[config.mk]
export PLATFORM = sky130hd
export DESIGN_NAME = overflow_report_unit
export DESIGN_NICKNAME = d
export VERILOG_FILES = /design/src/rtl/dlk_pkg.sv /design/src/rtl/dlk_event_fifo.sv /design/src/rtl/overflow_report_unit.sv
export SDC_FILE = /design/constraint.sdc
export NUM_CORES = 1
export LEC_CHECK = 0
export ABC_CLOCK_PERIOD_IN_PS = 9400
export CORE_MARGIN = 8
export CORE_UTILIZATION = 44
export DETAILED_ROUTE_END_ITERATION = 12
export PLACE_DENSITY = 0.66
export SKIP_LAST_GASP = 1
export SLEW_MARGIN = 15
export SYNTH_ARGS = -nofsm -noshare
export SYNTH_HDL_FRONTEND = slang
export SYNTH_HIERARCHICAL = 1
export SYNTH_SLANG_ARGS = --single-unit
[constraint.sdc]
create_clock -name clk_i -period 9.4 [get_ports clk_i]
set_input_delay 0.94 -clock clk_i [delete_from_list [all_inputs] [get_ports clk_i]]
set_output_delay 0.94 -clock clk_i [all_outputs]
set_load 0.005 [all_outputs]
[src/rtl/dlk_pkg.sv]
// Shared types for the overflow report unit: FSM states,
// the queued event record and default sizing.
package dlk_pkg;

  localparam int unsigned XLEN      = 32;
  localparam int unsigned DEF_DEPTH = 4;
  localparam int unsigned DEF_CNT_W = 16;

  typedef enum logic [1:0] {
    ST_IDLE,
    ST_REPORT,
    ST_GAP
  } state_e;

  typedef struct packed {
    logic [XLEN-1:0] addr;
    logic [XLEN-1:0] pc;
  } event_t;

endpackage

[src/rtl/dlk_event_fifo.sv]
// Power-of-two event FIFO; pointers carry an extra wrap
// bit so full and empty are told apart without a counter.
module dlk_event_fifo
  import dlk_pkg::*;
#(
  parameter int unsigned DEPTH = DEF_DEPTH
) (
  input  logic   clk_i,
  input  logic   rst_ni,
  input  logic   flush_i,
  input  logic   push_i,
  input  event_t data_i,
  input  logic   pop_i,
  output logic   full_o,
  output logic   empty_o,
  output event_t head_o
);

  localparam int unsigned AW = $clog2(DEPTH);
  localparam int unsigned PW = AW + 1;

  logic [PW-1:0] wptr_q, wptr_d;
  logic [PW-1:0] rptr_q, rptr_d;
  event_t        mem_q [DEPTH];

  assign empty_o = (wptr_q == rptr_q);
  assign full_o  = (wptr_q[AW] != rptr_q[AW]) &&
                   (wptr_q[AW-1:0] == rptr_q[AW-1:0]);
  assign head_o  = mem_q[rptr_q[AW-1:0]];

  always_comb begin
    wptr_d = wptr_q + {{AW{1'b0}}, push_i};
    rptr_d = rptr_q + {{AW{1'b0}}, pop_i};
    if (flush_i) begin
      wptr_d = '0;
      rptr_d = '0;
    end
  end

  always_ff @(posedge clk_i or negedge rst_ni) begin
    if (!rst_ni) begin
      wptr_q <= '0;
      rptr_q <= '0;
    end else begin
      wptr_q <= wptr_d;
      rptr_q <= rptr_d;
    end
  end

  // Payload needs no reset: it is only visible through a valid pointer.
  always_ff @(posedge clk_i) begin
    if (push_i && !flush_i) begin
      mem_q[wptr_q[AW-1:0]] <= data_i;
    end
  end

endmodule

[src/rtl/overflow_report_unit.sv]
// Queues bounds-overflow events and reports them one at a
// time to commit, with a violation counter and overrun flag.
module overflow_report_unit
  import dlk_pkg::*;
#(
  parameter int unsigned DEPTH = DEF_DEPTH,
  parameter int unsigned CNT_W = DEF_CNT_W
) (
  input  logic             clk_i,
  input  logic             rst_ni,
  input  logic             clear_i,
  input  logic             chk_valid_i,
  input  logic [31:0]      chk_addr_i,
  input  logic [31:0]      chk_pc_i,
  input  logic             overflow_i,
  output logic             exc_valid_o,
  output logic [31:0]      exc_addr_o,
  output logic [31:0]      exc_pc_o,
  input  logic             exc_ack_i,
  output logic [CNT_W-1:0] viol_cnt_o,
  output logic             overrun_o
);

  state_e           state_q, state_d;
  logic [CNT_W-1:0] cnt_q, cnt_d;
  logic             ovr_q, ovr_d;

  logic   evt, push, pop, drop;
  logic   full, empty;
  event_t evt_data, head;

  assign evt      = chk_valid_i & overflow_i;
  assign evt_data = {chk_addr_i, chk_pc_i};
  assign pop      = (state_q == ST_REPORT) & exc_ack_i & ~clear_i;
  // A full queue still takes the event when the head leaves this cycle.
  assign push     = evt & (~full | pop) & ~clear_i;
  assign drop     = evt & full & ~pop;

  dlk_event_fifo #(
    .DEPTH (DEPTH)
  ) u_fifo (
    .clk_i   (clk_i),
    .rst_ni  (rst_ni),
    .flush_i (clear_i),
    .push_i  (push),
    .data_i  (evt_data),
    .pop_i   (pop),
    .full_o  (full),
    .empty_o (empty),
    .head_o  (head)
  );

  always_comb begin
    state_d = state_q;
    unique case (state_q)
      ST_IDLE:   if (!empty) state_d = ST_REPORT;
      ST_REPORT: if (exc_ack_i) state_d = ST_GAP;
      ST_GAP:    state_d = ST_IDLE;
      default:   state_d = ST_IDLE;
    endcase
    if (clear_i) state_d = ST_IDLE;
  end

  always_comb begin
    cnt_d = cnt_q;
    ovr_d = ovr_q | drop;
    if (evt && cnt_q != '1) cnt_d = cnt_q + CNT_W'(1);
    if (clear_i) begin
      cnt_d = '0;
      ovr_d = 1'b0;
    end
  end

  always_ff @(posedge clk_i or negedge rst_ni) begin
    if (!rst_ni) begin
      state_q <= ST_IDLE;
      cnt_q   <= '0;
      ovr_q   <= 1'b0;
    end else begin
      state_q <= state_d;
      cnt_q   <= cnt_d;
      ovr_q   <= ovr_d;
    end
  end

  assign exc_valid_o = (state_q == ST_REPORT);
  assign exc_addr_o  = exc_valid_o ? head.addr : '0;
  assign exc_pc_o    = exc_valid_o ? head.pc : '0;
  assign viol_cnt_o  = cnt_q;
  assign overrun_o   = ovr_q;

endmodule

==> qor.tcl, run 1 <==
set qor(cts.repair.resized) 0
set qor(synthCells) 540
set qor(grt_setup_unrepaired) {no}
set qor(final.setup.tns_ps) 0
set qor(finalWeightedCongestion) 0.8024
set qor(synth_enable_flop_cells) 256
set qor(synth_cell_type_count) 41
set qor(fin_nets) 779
set qor(synthTopCellsByArea) {sky130_fd_sc_hd__edfxtp_1 (70%), sky130_fd_sc_hd__mux4_2 (13%), sky130_fd_sc_hd__dfrtp_1 (5.7%)}
set qor(power.density_cell_area_nw_per_um2) 187.5
set qor(vdd.ir_drop.worst_v) 0.0001550
set qor(holdCritPathClass) {in2async}
set qor(worst_slew_margin_rel_pct) 31.57
set qor(final.setup_skew_ps) 22.43
set qor(grt_first_pass_wirelength_um) 35000
set qor(die_w_um) 174.2
set qor(synth.top_cells.by_count) {sky130_fd_sc_hd__edfxtp_1 (256), sky130_fd_sc_hd__and2_1 (65), sky130_fd_sc_hd__mux4_2 (64), sky130_fd_sc_hd__dfrtp_1 (25), sky130_fd_sc_hd__nor2_1 (23)}
set qor(numClockSinks) 281
set qor(worst_reg2reg_startpoint) {u_fifo/rptr_q[1]}
set qor(insertion_delay_ps) 550
set qor(grt.total_usage_pct) 14.70
set qor(dominantRegCellSynth) {sky130_fd_sc_hd__edfxtp_1}
set qor(result_of_the_run) {complete, no violations}
set qor(clock_root_buffer) {sky130_fd_sc_hd__clkbuf_16}
set qor(clk_pin_slew_ps) 60
set qor(die_y_um) 174.2
set qor(io_buffers) 151
set qor(remaining_drc_errors) 0
set qor(routed_wirelength_um) 22270
set qor(post_route_cells_drive_above_1_share_pct) 17.49
set qor(layout_min_cycle_time_ps) 4297
set qor(first_pass_iters) 4
set qor(setup.worst_path.end_class) {output pin}
set qor(fp.coreArea_sq_um) 24890
set qor(timing_hold_violations_final) 0
set qor(synth_most_common_cell) {sky130_fd_sc_hd__edfxtp_1}
set qor(finalSetupViolations) 0
set qor(grt_pass1_vias) 6176
set qor(worst_hold_slack_ps) 407.9
set qor(pin_count_of_the_biggest_net_entering_global_routing) 67
set qor(floorplan.initialDensity_pct) 44.24
set qor(syn_to_final_growth_pct) 25.37
set qor(synthesis.yosys.warnings) 6
set qor(synth_top_area_share_pct) 69.80
set qor(antenna_left) 0
set qor(synth_sequential_area_ratio_pct) 75.48
set qor(postCtsSetupRepairBufs) 0
set qor(synth_nets) 615
set qor(numCtsBuffers) 29
set qor(vias_after_detailed_routing) 5527
set qor(tritoncts) {yes}
set qor(dpl-instance-area_sq_um) 12890
set qor(crit_path_start_kind) {flip-flop}
set qor(global_route.overflow_total) 0
set qor(antenna_cells) 0
set qor(launch_point_of_the_critical_path) {u_fifo/rptr_q[0]}
set qor(viasPerCell) 5.234
set qor(rrSetupSlack_ps) 5780
set qor(max_clock_freq_ghz) 0.2327
set qor(required_time_of_the_worst_setup_path_ps) 8460
set qor(worst-path-max-fanout) 47
set qor(antenna_found_initial) 1
set qor(max_slew.worst_pin.slew_ps) 1026
set qor(overall_power_after_layout_mw) 2.588
set qor(p_leak_nw) 4.420
set qor(cp.arrival_ps) 3360
set qor(clk_path_buf_depth) 3
set qor(clock_tree.htree_level_count) 1
set qor(finalCritPeriodShare_pct) 45.71
set qor(synth_seq_cells) 281
set qor(total_standard_cell_area_after_synthesis_sq_um) 11010
set qor(maxCapViolations) 0
set qor(place.detailed.hpwl_um) 13040
set qor(cts_hold_buffers) 0
set qor(finalMaxSlewViolations) 0
set qor(top_level_ports) 152
set qor(syn_area_per_cell_sq_um) 20.39
set qor(synth-async-reset-ratio_pct) 8.897
set qor(fin_area_sq_um) 13810
set qor(library_cell_with_the_largest_summed_area_after_synthesis) {sky130_fd_sc_hd__edfxtp_1}
set qor(wl_per_cell_um) 21.09
set qor(drt_first_iter_violations) 430
set qor(path_class) {reg2out}
set qor(die_area_sq_um) 30350
set qor(number_of_placement_rows) 58
[registers in the layout, summed over array words and instances (netlist names)]
name and cells:
overrun_o 1, u_fifo/wptr_q 3, u_fifo/mem_q 256, viol_cnt_o 16, u_fifo/rptr_q 3, state_q 2
[metal layers]
| layer | part of all wire [%] | track usage (%) | wire length [um] |
|---|---|---|---|
| met1 | 43 | 18.98 | 9544 |
| met2 | 50 | 24.81 | 11060 |
| met3 | 5.7 | 3.558 | 1266 |
| met4 | 1.8 | 3.349 | 394 |
| met5 | 0.040 | 0 | 9 |
[worst paths after layout]
path | endpoint | cells after the start
max | exc_addr_o[18] | 4
min | u_fifo/rptr_q[1] | 1
max reg2reg | u_fifo/mem_q[2][52] | 5
min reg2reg | state_q[0] | 1
max in group asynchronous | u_fifo/rptr_q[0] | 1
min in group clk_i | state_q[0] | 1
[critical path, cell delays in order, from the launching register on]
cell                              delay, ps
sky130_fd_sc_hd__dfrtp_4                700
sky130_fd_sc_hd__buf_4                  830
sky130_fd_sc_hd__mux4_2                 620
sky130_fd_sc_hd__and2_1                 180
sky130_fd_sc_hd__clkdlybuf4s50_1        460
[power by group]
group / switching, mW / total, mW / leakage [nW] / internal, mW
sequential: 0.00550 / 1.38 / 2.65 / 1.37
combinational: 0.0588 / 0.138 / 1.33 / 0.0795
clock: 0.441 / 1.07 / 0.441 / 0.630
total: 0.506 / 2.59 / 4.42 / 2.08
[area by class of cell]
type                            instances  area [sq um]
Fill cell                            1894         11080
Sequential cell                       281          8320
Multi-Input combinational cell        233          2592
Timing Repair Buffer                  158          1572
Clock buffer                           44         822.0
Tap cell                              330         412.9
Clock inverter                          9         83.83
Inverter                                1         3.754
[metrics by stage]
step	setup slack, ps	std cells	util, %
5_1_grt	4829	1056	55.47
2_1_floorplan	622.8	540	-
3_3_place_gp	5586	1002	51.77
3_5_place_dp	5560	1002	51.77
4_1_cts	4978	1055	55.41
6_report	5103	1056	55.47
[logic make-up (layout without fill, tap and decap cells)]
group	count (synthesis)	count (layout)	synth area share (%)
AO/OA/AOI/OAI	11	11	0.6362
XOR/XNOR	16	16	1.272
adder cells (fa/ha/maj)	5	5	0.5681
buffers and inverters	26	212	1.409
flip-flops	281	281	75.48
multiplexers	66	66	13.28
AND/OR/NAND/NOR	135	135	7.351
[placed cells by master, fill, tap and decap left out, types with 10 or more instances in the layout]
cell / netlist / final
sky130_fd_sc_hd__mux4_2: 64 / 64
sky130_fd_sc_hd__edfxtp_1: 256 / 256
sky130_fd_sc_hd__clkdlybuf4s50_1: 0 / 150
sky130_fd_sc_hd__dfrtp_1: 25 / 23
sky130_fd_sc_hd__xnor2_1: 14 / 14
sky130_fd_sc_hd__nor2_1: 23 / 23
sky130_fd_sc_hd__clkbuf_1: 11 / 11
sky130_fd_sc_hd__clkbuf_16: 0 / 29
sky130_fd_sc_hd__nand2_1: 10 / 10
sky130_fd_sc_hd__and2_1: 65 / 65
Note: power is estimated with default switching activity, not from simulation.
==> run 2: changes to the inputs <==
--- a/config.mk
+++ b/config.mk
@@ -5,11 +5,11 @@
 export SDC_FILE = /design/constraint.sdc
 export NUM_CORES = 1
 export LEC_CHECK = 0
-export ABC_CLOCK_PERIOD_IN_PS = 9400
+export ABC_CLOCK_PERIOD_IN_PS = 3700
 export CORE_MARGIN = 8
 export CORE_UTILIZATION = 44
 export DETAILED_ROUTE_END_ITERATION = 12
-export PLACE_DENSITY = 0.66
+export PLACE_DENSITY = 0.69
 export SKIP_LAST_GASP = 1
 export SLEW_MARGIN = 15
 export SYNTH_ARGS = -nofsm -noshare
==> constraint.sdc (replaced) <==
create_clock -name clk_i -period 3.7 [get_ports clk_i]
set_input_delay 0.37 -clock clk_i [delete_from_list [all_inputs] [get_ports clk_i]]
set_output_delay 0.37 -clock clk_i [all_outputs]
set_load 0.005 [all_outputs]
==> qor.tcl, run 2 (synthesis results as in run 1) <==
set qor(preCtsSetupSlack_ps) 909.4 ;# -4650 ps
set qor(remaining_drc_errors) 0 ;# unchanged
set qor(wl_per_cell_um) 20.97 ;# -0.60%
set qor(dpl-instance-area_sq_um) 12990 ;# +0.81%
set qor(result_of_the_run) {complete, no violations}
set qor(insertion_delay_ps) 540 ;# about the same
set qor(most_common_library_cell_in_the_layout_ignoring_fill_and_taps) {sky130_fd_sc_hd__edfxtp_1}
set qor(largest_register_ff_count) 256 ;# unchanged
set qor(timing_hold_violations_final) 0 ;# unchanged
set qor(p_sw_mw) 1.317 ;# +160%
set qor(floorplan.initialDensity_pct) 44.24 ;# unchanged
set qor(cp.arrival_ps) 2910 ;# -450 ps
set qor(worst_setup_margin_ps) 424.1 ;# -4679 ps
set qor(grt.total_usage_pct) 14.62 ;# -0.081 points
set qor(rrSetupSlack_ps) 980 ;# -4800 ps
set qor(routed_wirelength_um) 22310 ;# +0.16%
set qor(maxCapViolations) 0 ;# unchanged
set qor(power.density_cell_area_nw_per_um2) 495.1 ;# +160%
set qor(combinationalPowerShare_pct) 5.1 ;# -0.2 points
set qor(crit-reg2reg-capture) {u_fifo/mem_q[3][51]}
set qor(final.setup_skew_ps) 14.34 ;# -8.089 ps
set qor(grt_pass1_vias) 6175 ;# -0.016%
set qor(layout_min_cycle_time_ps) 3276
set qor(finalMaxSlewViolations) 0 ;# unchanged
set qor(holdCritPathClass) {in2async}
set qor(worst_hold_slack_ps) 361.7 ;# -46.15 ps
set qor(p_leak_nw) 4.526 ;# +2.4%
set qor(pin_count_of_the_biggest_net_entering_global_routing) 66 ;# -1.5%
set qor(numClockSinks) 281 ;# unchanged
set qor(max_slew.worst_pin.slew_ps) 672.7 ;# -353.8 ps
set qor(grt_setup_unrepaired) {no}
set qor(finalSetupViolations) 0 ;# unchanged
set qor(cts.repair.resized) 0 ;# unchanged
set qor(finalWeightedCongestion) 0.7740 ;# -3.5%
set qor(clock_tree.htree_level_count) 1 ;# unchanged
set qor(reg2regPathDepth) 5 ;# unchanged
set qor(required_time_of_the_worst_setup_path_ps) 3330 ;# -5130 ps
set qor(worst-path-max-fanout) 46 ;# -2.1%
set qor(clk_pin_slew_ps) 60 ;# about the same
set qor(numCtsBuffers) 30 ;# +3.4%
set qor(tritoncts) {yes}
set qor(number_of_placement_rows) 58 ;# unchanged
set qor(global_route.overflow_total) 0 ;# unchanged
set qor(worst_slew_margin_rel_pct) 55.15 ;# +24 points
set qor(die_area_sq_um) 30350 ;# unchanged
set qor(antenna_found_initial) 2 ;# +1
set qor(io_buffers) 151 ;# unchanged
set qor(setup.worst_path.end_class) {output pin}
set qor(syn_to_final_growth_pct) 27.45
set qor(clock_root_buffer) {sky130_fd_sc_hd__clkbuf_16}
set qor(grt_first_pass_wirelength_um) 34870 ;# -0.39%
set qor(worst_reg2reg_startpoint) {u_fifo/rptr_q[0]}
set qor(top_level_ports) 152 ;# unchanged
set qor(fin_area_sq_um) 14040 ;# +1.7%
set qor(p_clk_share_pct) 44.5 ;# +3.1 points
set qor(fp.coreArea_sq_um) 24890 ;# unchanged
set qor(die_y_um) 174.2 ;# unchanged
set qor(p_int_mw) 5.633 ;# +170%
set qor(drt_first_iter_violations) 410 ;# -4.7%
set qor(antenna_left) 0 ;# unchanged
set qor(nFillCells) 1838 ;# -3.0%
set qor(clk_path_buf_depth) 3 ;# unchanged
set qor(first_pass_iters) 4 ;# unchanged
set qor(vias_after_detailed_routing) 5599 ;# +1.3%
set qor(post_route_cells_drive_above_1_share_pct) 19.62 ;# +2.1 points
set qor(viasPerCell) 5.262 ;# +0.54%
set qor(fin_nets) 786 ;# +0.90%
set qor(mostFrequentLayoutCells) {sky130_fd_sc_hd__edfxtp_1 (256), sky130_fd_sc_hd__clkdlybuf4s50_1 (150), sky130_fd_sc_hd__and2_1 (65), sky130_fd_sc_hd__mux4_2 (64), sky130_fd_sc_hd__clkbuf_16 (31)}
set qor(power.share.sequential_pct) 50.4 ;# -2.9 points
set qor(vdd.ir_drop.worst_v) 0.0003261 ;# +110%
set qor(finalCritPeriodShare_pct) 88.54
set qor(antenna_cells) 0 ;# unchanged
set qor(place.detailed.hpwl_um) 13780 ;# +5.7%
set qor(max_clock_freq_ghz) 0.3053
set qor(crit_path_start_kind) {flip-flop}
set qor(die_w_um) 174.2 ;# unchanged
set qor(power.share.switching_pct) 18.95 ;# -0.59 points
set qor(path_class) {reg2out}
[run 2: changes by cell type in the layout (fill, tap and decap cells not counted), moves of 2 or more]
cell	before	now
sky130_fd_sc_hd__bufinv_16	1	6
sky130_fd_sc_hd__xor2_1	2	0
sky130_fd_sc_hd__clkinv_2	2	7
sky130_fd_sc_hd__clkbuf_16	29	31
sky130_fd_sc_hd__buf_4	6	10
sky130_fd_sc_hd__xor2_2	0	2
sky130_fd_sc_hd__clkbuf_8	4	0
sky130_fd_sc_hd__clkbuf_1	11	5
[run 2: metrics by stage]
stage | std cells | power [mW] | setup TNS (ps) | utilization, %
after floorplan | 540 | 3.697 | -6477 | -
after global placement | 1008 | 3.920 | 0 | 52.19
after detailed placement | 1008 | 3.929 | 0 | 52.19
after CTS | 1063 | 7.032 | 0 | 56.37
after global routing | 1064 | 7.178 | 0 | 56.39
final | 1064 | 6.950 | 0 | 56.39
[run 2: how the worst max path moves through the flow]
stage,from,end,slack (ps),cells after the start
2_1_floorplan,u_fifo/rptr_q[0],u_fifo/mem_q[1][0],-50,5
3_3_place_gp,u_fifo/rptr_q[0],exc_pc_o[19],900,4
3_5_place_dp,u_fifo/rptr_q[0],u_fifo/mem_q[3][46],910,5
4_1_cts,u_fifo/rptr_q[0],exc_pc_o[19],340,4
5_1_grt,u_fifo/rptr_q[0],exc_pc_o[10],220,4
6_report,u_fifo/rptr_q[0],exc_addr_o[2],420,4
[run 2: area by class of cell]
cell class	count	area [sq um]	area share (%)
clock inverters	19	246.5	1.756
multi-input cells	233	2626	18.71
repair buffers	164	1632	11.62
inverters	1	3.754	0.02674
clock buffers	36	794.5	5.661
flip-flops and latches	281	8320	59.28
well taps	330	412.9	2.942
[run 2: layer usage]
metal / share of wire (%) / vias up / track usage, %
met5: 0.12 / - / 0
met4: 1.7 / 4 / 3.634
met3: 6.7 / 34 / 3.927
met2: 48 / 185 / 23.85
met1: 43 / 2880 / 19.23
li1: - / 2496 / -
[run 2: critical path, stage by stage (launching register included)]
cell,delay (ps)
sky130_fd_sc_hd__dfrtp_4,710
sky130_fd_sc_hd__buf_12,370
sky130_fd_sc_hd__mux4_2,550
sky130_fd_sc_hd__and2_1,180
sky130_fd_sc_hd__clkdlybuf4s50_1,470
[run 2: power groups by stage]
stage / clock (mW) / combinational [mW] / sequential [mW]
6_report: 3.09 / 0.354 / 3.50
3_5_place_dp: 0 / 0.360 / 3.57
4_1_cts: 3.17 / 0.363 / 3.50
5_1_grt: 3.29 / 0.385 / 3.50
3_3_place_gp: 0 / 0.353 / 3.57
2_1_floorplan: 0 / 0.134 / 3.56
[run 2: repair_timing]
item / CTS / global route
hold buffers: 0 / 1
hold endpoints to repair: 0 / 25
setup buffers: 0 / 0
setup endpoints to repair: 0 / 0
